File: config.mk
export PLATFORM = sky130hd
export DESIGN_NAME = hdshk_pulse_tx
export DESIGN_NICKNAME = d
export VERILOG_FILES = /design/src/rtl/hdshk_pulse_tx.sv
export SDC_FILE = /design/constraint.sdc
export NUM_CORES = 1
export LEC_CHECK = 0
export CORE_MARGIN = 5
export CORE_UTILIZATION = 47
export CTS_BUF_LIST = sky130_fd_sc_hd__clkbuf_16
export CTS_CLUSTER_DIAMETER = 120
export DETAILED_ROUTE_END_ITERATION = 10
export GPL_TIMING_DRIVEN = 0
export PLACE_DENSITY = 0.72
export SLEW_MARGIN = 0
export SYNTH_ARGS = -nofsm -noshare
export SYNTH_HDL_FRONTEND = slang
export SYNTH_SLANG_ARGS = --single-unit
File: constraint.sdc
create_clock -name clk -period 1.8 [get_ports clk]
set_input_delay 0.18 -clock clk [delete_from_list [all_inputs] [get_ports clk]]
set_output_delay 0.18 -clock clk [all_outputs]
set_load 0.02 [all_outputs]
File: src/rtl/hdshk_pulse_tx.sv
// hdshk_pulse_tx: per-channel pulse-to-four-phase request transmitter.
// Each channel turns single-cycle events into full req/ack handshakes toward
// an asynchronous remote domain. Events that arrive while a handshake is in
// flight are counted in a saturating pending counter, with a sticky overflow flag.
module hdshk_pulse_tx #(
  parameter int NCH         = 4,
  parameter int SYNC_STAGES = 2,
  parameter int CNT_W       = 3
) (
  input  logic                 clk,
  input  logic                 rst,
  input  logic [NCH-1:0]       pulse_in,
  input  logic [NCH-1:0]       ack_async,
  output logic [NCH-1:0]       req_out,
  output logic [NCH-1:0]       busy,
  output logic [NCH-1:0]       done,
  output logic [NCH*CNT_W-1:0] pend_cnt,
  output logic [NCH-1:0]       ovf,
  input  logic [NCH-1:0]       ovf_clr
);

  typedef enum logic [1:0] {
    S_IDLE     = 2'd0,
    S_REQ      = 2'd1,
    S_WAIT_LOW = 2'd2
  } state_t;

  localparam logic [CNT_W-1:0] PMAX = {CNT_W{1'b1}};

  function automatic logic [CNT_W-1:0] pend_inc_sat(input logic [CNT_W-1:0] v);
    return (v == PMAX) ? v : v + CNT_W'(1);
  endfunction

  function automatic logic [CNT_W-1:0] pend_dec_sat(input logic [CNT_W-1:0] v);
    return (v == '0) ? v : v - CNT_W'(1);
  endfunction

  for (genvar g = 0; g < NCH; g++) begin : g_ch
    logic [SYNC_STAGES-1:0] sync_q;
    logic                   ack_s;
    state_t                 state_q, state_d;
    logic [CNT_W-1:0]       pend_q, pend_d;
    logic                   req_q, req_d;
    logic                   done_q, done_d;
    logic                   ovf_q, ovf_d;
    logic                   ev_hold;

    assign ack_s = sync_q[SYNC_STAGES-1];

    // Synchronise the remote acknowledge; only the last stage feeds the FSM.
    always_ff @(posedge clk) begin
      if (rst) sync_q <= '0;
      else     sync_q <= {sync_q[SYNC_STAGES-2:0], ack_async[g]};
    end

    // Channel state, pending count and registered outputs.
    always_ff @(posedge clk) begin
      if (rst) begin
        state_q <= S_IDLE;
        pend_q  <= '0;
        req_q   <= 1'b0;
        done_q  <= 1'b0;
        ovf_q   <= 1'b0;
      end else begin
        state_q <= state_d;
        pend_q  <= pend_d;
        req_q   <= req_d;
        done_q  <= done_d;
        ovf_q   <= ovf_d;
      end
    end

    // Next state: handshake progress, event queuing and overflow (set beats clear).
    always_comb begin
      state_d = state_q;
      pend_d  = pend_q;
      done_d  = 1'b0;
      ovf_d   = ovf_q & ~ovf_clr[g];
      ev_hold = 1'b0;
      case (state_q)
        S_IDLE: begin
          if (!ack_s && (pulse_in[g] || (pend_q != '0))) begin
            state_d = S_REQ;
            // A fresh event launches directly; otherwise a queued one is used.
            if (!pulse_in[g]) pend_d = pend_dec_sat(pend_q);
          end else begin
            ev_hold = pulse_in[g];
          end
        end
        S_REQ: begin
          ev_hold = pulse_in[g];
          if (ack_s) state_d = S_WAIT_LOW;
        end
        S_WAIT_LOW: begin
          ev_hold = pulse_in[g];
          if (!ack_s) begin
            state_d = S_IDLE;
            done_d  = 1'b1;
          end
        end
        default: state_d = S_IDLE;
      endcase
      if (ev_hold) begin
        if (pend_q == PMAX) ovf_d  = 1'b1;
        else                pend_d = pend_inc_sat(pend_q);
      end
      req_d = (state_d == S_REQ);
    end

    assign req_out[g]                  = req_q;
    assign done[g]                     = done_q;
    assign ovf[g]                      = ovf_q;
    assign busy[g]                     = (state_q != S_IDLE) || (pend_q != '0);
    assign pend_cnt[g*CNT_W +: CNT_W]  = pend_q;
  end

endmodule

==> impl_metrics.ini <==
[yosys]
synth_cell_types = 38
ys_top_cells_by_area = dfxtp_1 (34%), ha_1 (17%), a21oi_1 (3.8%), buf_4 (3.8%), nor2b_1 (3.7%)
yosysMostFrequentCell = dfxtp_1
synth-seq-cells = 40
yosys.area.top_type = dfxtp_1
yosysWarningCount = 0
async_reset_ff_frac = 0
synthesis.area_sq_um = 2350
synth_edf_count = 0
synth_common_cells = dfxtp_1 (40), ha_1 (32), inv_1 (20)
syn-instance-count = 258
synth_fp_nets = 304
syn_avg_cell_area_sq_um = 9.13
synth_top_cell_area_share = 0.340
synthFlopType = dfxtp_1
yosysSeqAreaShare = 0.340

[placed_design]
hpwl_um = 3430
dpl_worst_slack_ps = -62.1
numPortBuffers = 40
place.gp.congestion = 0.772
dpl-instance-area_sq_um = 2840

[detailed_routing]
drt-met1-wl_um = 2290
wl_met2_um = 2190
route.detailed.drc = 0
viasPerCell = 5.07
antenna_left = 0
wl_per_cell_um = 12.8
drt-initial-drc-count = 62
drt_first_pass_iters = 4
highest_layer = met4
dr_wl_met3_um = 200
routed_wl_um = 4770
num_vias = 1886

[sta]
slew_headroom = 0.602
finClkSkew_ps = 3.70
setup_ws_ps = 52.0
slew_viol_final = 0
min_period_ps = 1750
period_share = 0.971
worst_pin_slew_ps = 597
setup_violations = 0
fmax_mhz = 572
hold_slack_ps = 136
hold_viol_final = 0

[clock_network]
cts_sinks = 40
ctsHoldBuffers = 0
numCtsBuffers = 5
path_clk_slew_ps = 60
clockRootBuffer = clkbuf_16
clock_latency_ps = 280
cts_tree = done
cts_buffer_depth = 2
htree_levels = 2
cts_setup_buffers = 0

[critical_path]
critical_path_peak_fanout = 4
critPathLaunchType = flop
arrival_ps = 1970
cp-end-kind = flop
criticalPathCategory = flop to flop
worstPathRequired_ps = 2020

[grt]
antenna_found_initial = 0
grt_overflow = 0
grt_pass1_wl_um = 8200
track_usage = 0.160
grt_max_degree = 13
grt_pass1_vias = 1861

[cells_and_area]
area_growth_pct = 32.4
multi_input_comb_area_sq_um = 1450
stdcell_area_sq_um = 3120
final_core_util = 0.652
layout-drive-gt1-share = 0.226
fillers = 404
fin_nets = 350
final-seq-area_sq_um = 820
antennaDiodeCount = 0

[floorplanning]
start_util = 0.492
ioPinCount = 42
rows = 25
die_h_um = 80.8
die_area_sq_um = 6530
die_x_um = 80.8
coreArea_sq_um = 4790

[worst_hold_path]
hold_path.class = input port to flop

[power_and_ir_drop]
total_power_w = 0.00514
ir_drop_mv = 0.900
p_per_area_nw_per_um2 = 1650
p_leak_nw = 1.26

[outcome]
status = finished, final reports clean

[flow_run]
maxCapViolations = 0
## per-layer routing
| layer | vias up | global-route usage |
|---|---|---|
| met5 | - | 0 |
| met2 | 32 | 0.258 |
| met1 | 868 | 0.202 |
| met4 | 0 | 0.0709 |
| met3 | 8 | 0.0421 |
| li1 | 978 | - |
## cell families after synthesis
| group | Yosys count | synth area share |
|---|---|---|
| adder cells (fa/ha/maj) | 32 | 0.170 |
| AO/OA/AOI/OAI | 54 | 0.164 |
| AND/OR/NAND/NOR | 88 | 0.216 |
| buffers and inverters | 39 | 0.0866 |
| flip-flops | 40 | 0.340 |
| multiplexers | 5 | 0.0234 |
## state kept, by name (all words and copies together), names as in the netlist
signal,flops
g_ch.sync_q,8
g_ch.state_q,8
g_ch.ovf_q,4
g_ch.req_q,4
g_ch.pend_q,12
g_ch.done_q,4
## critical path, stage by stage (launching register included)
cell	delay [ps]
dfxtp_4	360
inv_1	70
ha_1	210
nor2b_2	180
a211o_1	300
a2111oi_4	370
o31a_1	200
## metrics by stage
| stage | std cells | setup TNS, ps |
|---|---|---|
| 6_report | 372 | 0 |
| 5_1_grt | 372 | -4.09 |
| 4_1_cts | 373 | 0 |
| 3_5_place_dp | 365 | -144 |
| 3_3_place_gp | 365 | -15.9 |
| 2_1_floorplan | 258 | 0 |
## final timing paths
kind | startpoint | to | slack [ps] | depth (start not counted)
hold reg to reg | g_ch[3].sync_q[0] | g_ch[3].sync_q[1] | 430 | 1
hold / removal | rst | g_ch[3].sync_q[1] | 140 | 2
setup reg to reg | g_ch[3].pend_q[0] | g_ch[3].req_q | 50 | 6
setup / recovery | g_ch[3].pend_q[0] | g_ch[3].req_q | 50 | 6
## layout make-up
cell class	instances	share of cell area
Multi-Input combinational cell	179	0.466
Buffer	18	0.0413
Clock inverter	3	0.0120
Clock buffer	5	0.0401
Inverter	20	0.0241
Sequential cell	40	0.263
Tap cell	67	0.0269
Timing Repair Buffer	40	0.127
## power by group
part / switching (W) / internal, W / leakage (nW) / total, W
clock: 0.000353 / 0.000644 / 0.0789 / 0.000997
combinational: 0.00142 / 0.00134 / 0.853 / 0.00277
sequential: 0.000228 / 0.00115 / 0.333 / 0.00138
## layout by cell type (no fill, tap or decap), types with 6 or more instances in the layout
cell             netlist  final
or3_1                  6      6
ha_1                  32     26
dfxtp_2                0     12
buf_4                 12     14
nand2b_1               8      8
inv_1                 20     15
nor2_1                19     19
nand2_1               10     10
dfxtp_1               40     27
nand3_1                6      6
clkdlybuf4s50_1        0     36
a21oi_1               18     15
nor2b_1               14     13
a211oi_1               7      7
o21ai_0                8      8
## what timing repair did
| item | in CTS | in global routing |
|---|---|---|
| gates resized for setup | 18 | 24 |
| pin swaps | 0 | 2 |
| endpoints found under the setup margin | 11 | 10 |
No activity file was read; power rests on OpenSTA's default activity.
